==> src/rtl/shift_reg_seq.sv <==
`default_nettype none
// ============================================================================
// Module      : shift_reg_seq
// Description : WIDTH-bit universal register (hold / load / shift left/right)
//               with complementary outputs and an N-shift burst sequencer.
// Revision    : 1.0 - initial release
// ============================================================================
module shift_reg_seq #(
    parameter int WIDTH  = 8,
    parameter bit ROTATE = 1'b0,
    parameter int CW     = $clog2(WIDTH + 1)
) (
    input  logic             clk,
    input  logic             reset,
    input  logic             en,
    input  logic [1:0]       mode,
    input  logic [WIDTH-1:0] d,
    input  logic             sin_msb,
    input  logic             sin_lsb,
    input  logic             start,
    input  logic             dir,
    input  logic [CW-1:0]    shift_cnt,
    output logic [WIDTH-1:0] q,
    output logic [WIDTH-1:0] qb,
    output logic             sout_lsb,
    output logic             sout_msb,
    output logic             busy,
    output logic             done
);

    localparam logic [1:0]    c_mode_hold  = 2'b00;
    localparam logic [1:0]    c_mode_right = 2'b01;
    localparam logic [1:0]    c_mode_left  = 2'b10;
    localparam logic [1:0]    c_mode_load  = 2'b11;
    localparam logic [CW-1:0] c_cnt_one    = {{(CW-1){1'b0}}, 1'b1};

    typedef enum logic [0:0] {
        S_IDLE  = 1'b0,
        S_SHIFT = 1'b1
    } state_t;

    state_t           r_state;
    logic [WIDTH-1:0] r_q;
    logic [WIDTH-1:0] r_qb;
    logic             r_dir;
    logic [CW-1:0]    r_cnt;
    logic             r_done;

    logic             w_in_right;
    logic             w_in_left;
    logic [WIDTH-1:0] w_shr;
    logic [WIDTH-1:0] w_shl;
    logic [WIDTH-1:0] w_q_next;

    // Fill bits: recirculated end bit when rotating, otherwise the serial inputs.
    assign w_in_right = ROTATE ? r_q[0]       : sin_msb;
    assign w_in_left  = ROTATE ? r_q[WIDTH-1] : sin_lsb;
    assign w_shr      = {w_in_right, r_q[WIDTH-1:1]};
    assign w_shl      = {r_q[WIDTH-2:0], w_in_left};

    always_comb begin
        w_q_next = r_q;
        if (en) begin
            case (r_state)
                S_IDLE: begin
                    if (!start) begin
                        case (mode)
                            c_mode_hold:  w_q_next = r_q;
                            c_mode_right: w_q_next = w_shr;
                            c_mode_left:  w_q_next = w_shl;
                            c_mode_load:  w_q_next = d;
                        endcase
                    end
                end
                S_SHIFT: begin
                    w_q_next = r_dir ? w_shl : w_shr;
                end
            endcase
        end
    end

    // qb is loaded from the same next value as q so the pair never diverges.
    always_ff @(posedge clk) begin
        if (!reset) begin
            r_state <= S_IDLE;
            r_q     <= '0;
            r_qb    <= '1;
            r_dir   <= 1'b0;
            r_cnt   <= '0;
            r_done  <= 1'b0;
        end else begin
            r_q    <= w_q_next;
            r_qb   <= ~w_q_next;
            r_done <= 1'b0;
            if (en) begin
                case (r_state)
                    S_IDLE: begin
                        if (start) begin
                            if (shift_cnt == '0) begin
                                r_done <= 1'b1;
                            end else begin
                                r_state <= S_SHIFT;
                                r_dir   <= dir;
                                r_cnt   <= shift_cnt;
                            end
                        end
                    end
                    S_SHIFT: begin
                        r_cnt <= r_cnt - c_cnt_one;
                        if (r_cnt == c_cnt_one) begin
                            r_state <= S_IDLE;
                            r_done  <= 1'b1;
                        end
                    end
                endcase
            end
        end
    end

    assign q        = r_q;
    assign qb       = r_qb;
    assign sout_lsb = r_q[0];
    assign sout_msb = r_q[WIDTH-1];
    assign busy     = (r_state == S_SHIFT);
    assign done     = r_done;

endmodule
`default_nettype wire
==> config.mk <==
export PLATFORM = sky130hd
export DESIGN_NAME = shift_reg_seq
export DESIGN_NICKNAME = d
export VERILOG_FILES = /design/src/rtl/shift_reg_seq.sv
export SDC_FILE = /design/constraint.sdc
export NUM_CORES = 1
export LEC_CHECK = 0
export ABC_AREA = 1
export CAP_MARGIN = 20
export CORE_UTILIZATION = 45
export CTS_CLUSTER_DIAMETER = 30
export DETAILED_ROUTE_END_ITERATION = 16
export PLACE_DENSITY = 0.84
export SYNTH_ARGS = -nofsm -noshare
export SYNTH_HDL_FRONTEND = slang
export SYNTH_SLANG_ARGS = --single-unit
==> constraint.sdc <==
create_clock -name clk -period 1.6 [get_ports clk]
set_clock_uncertainty 0.1 [all_clocks]
set_input_delay 0.32 -clock clk [delete_from_list [all_inputs] [get_ports clk]]
set_output_delay 0.32 -clock clk [all_outputs]
set_load 0.02 [all_outputs]
==> metrics.cfg <==
[clock_tree]
hold_buffers = 0
cts_buffer_depth = 2
cts_tree = yes
htreeDepth = 1
cts_num_sinks = 23
clock_latency_ps = 300
cts_resized = 20
clk_pin_slew_ps = 120
cts-root-buf = clkbuf_4
cts_setup_buffers = 0
numCtsBuffers = 3

[global_route]
grt_pass1_vias = 1355
grt_pass1_wl_um = 5747
antenna_found_initial = 0
grt_max_degree = 25
grt_use_total_pct = 21.35
grt.overflow.total = 0

[drt]
vias_per_cell = 4.903
ant_nets = 0
wl_per_cell_um = 10.70
first_pass_iters = 4
vias = 1520
wirelength_um = 3317
drtIter0Drc = 28
drc_errors = 0

[setup_path]
critical-path-slowest-cell = dfxtp_1
critical_path.max_stage_delay_ps = 430
critPathCaptureType = output pin
path_cells = dlygate4sd2_1
crit_type = reg2out
cp_num_buf_inv = 1
cp-start-kind = flop
critPathTopFamily = flip-flops
critPathRequiredTime_ps = 1180
cp_max_fo = 5
worstPathArrival_ps = 1090

[place]
place.gp.congestion = 0.8782
place_area_um2 = 1921
io_buffers = 40
hpwl_um = 2543

[floorplan]
die_area_um2 = 3433
row_count = 20
die_h_um = 58.60
initial_core_util_pct = 47.21
die_w_um = 58.60
core_um2 = 3053
ios = 41

[finish]
final_cell_mix = 64 x nand2_1, 33 x nand3_1, 23 x inv_1, 23 x dfxtp_1
drive_gt1_share_pct = 12.03
final_common_cell = nand2_1
area_growth_pct = 33.33
nets = 290
post-route-util_pct = 62.95
antenna_cells = 0
fin_area_um2 = 1922

[hold_path]
hold_class = reg2reg

[synth]
netlist_area_um2 = 1441
ys_seq_elements = 23
ys_types = 25
syn_inst = 218
ys.warnings.count = 0
synth_area_leaders = dfxtp_1 32%, nand2_1 17%, nand3_1 11%
synth.avg_cell_area_um2 = 6.612
synth_nets = 241
ys_seq_area_share_pct = 31.94
synth_top_area_share_pct = 31.94
yosysTopAreaCell = dfxtp_1

[sta]
finalCriticalPeriod_ps = 1505
period_share_pct = 94.09
finalSetupViolations = 0
max_freq_ghz = 0.6642
rsz0062_at_grt = no
maxSlewViolCount = 0
hold_violations = 0
worst_pin_slew_ps = 490.2
slew_headroom_pct = 67.27

[power]
p_leak_nw = 0.9627
peakVddDrop_v = 0.0003930
p_per_area_nw_per_um2 = 705.1

[run_status]
run_status = complete, no violations

[job]
maxCapViolCount = 0

[final timing paths]
path              start  endpoint  slack (ps)  cells past startpoint
setup reg to reg   busy      flop         150                      6
hold reg to reg    flop      flop         460                      2
hold / removal     flop      flop         460                      2
setup / recovery   busy      busy          90                      1
[layer usage]
layer / GRT usage, % / wire length, µm / vias to the layer above
met3: 2.857 / 151 / 4
li1: - / - / 800
met5: 0 / 0 / -
met4: 6.463 / 34 / 0
met2: 36.45 / 1584 / 46
met1: 28.05 / 1547 / 670
[synth_stat cells]
| master | number |
|---|---|
| nor2_1 | 16 |
| buf_6 | 4 |
| buf_12 | 1 |
| a21boi_0 | 1 |
| inv_4 | 3 |
| inv_1 | 23 |
| o21a_1 | 1 |
| a21oi_1 | 11 |
| inv_6 | 1 |
| ha_1 | 2 |
| nor3_1 | 1 |
| nand2_2 | 1 |
| nand2_1 | 64 |
| dfxtp_1 | 23 |
| or2_2 | 1 |
| clkbuf_1 | 1 |
| buf_2 | 2 |
| nand3_4 | 2 |
| buf_4 | 4 |
| nand3_1 | 33 |
| a21oi_2 | 4 |
| nand4_1 | 8 |
| o21ai_0 | 8 |
| o21ai_1 | 2 |
| nand3_2 | 1 |
[metrics by stage]
stage / TNS, ps / power (W) / hold WS (ps) / cells / setup slack, ps
after floorplan: 0 / 0.0009466 / 354.9 / 218 / 295.4
after global placement: -1719 / 0.001120 / 446.6 / 306 / -135.9
after detailed placement: -2202 / 0.001127 / 455.9 / 306 / -167.4
after CTS: 0 / 0.001366 / 475.0 / 310 / 74.89
after global routing: 0 / 0.001443 / 508.6 / 310 / 21.80
final: 0 / 0.001355 / 463.5 / 310 / 94.51
[logic make-up (layout without fill, tap and decap cells)]
group | after synthesis | after routing | synth area share [%]
AND/OR/NAND/NOR | 127 | 127 | 40.10
buffers and inverters | 39 | 87 | 15.45
adder cells (fa/ha/maj) | 2 | 2 | 1.736
AO/OA/AOI/OAI | 27 | 27 | 10.76
flip-flops | 23 | 23 | 31.94
[final cells by class]
cell class                 count  area (µm²)
fill                         297        1131
multi-input combinational    156       758.2
timing repair buffer          56       508.0
sequential                    23       460.4
inverter                      27       113.9
tap                           44       55.05
clock buffer                   4       26.28
[where the power goes]
group          switching [W]  total [W]  internal, W
Clock               0.000169   0.000266    0.0000972
Combinational       0.000254   0.000447     0.000193
Sequential         0.0000271   0.000642     0.000615
Note: power is estimated with default switching activity, not from simulation.
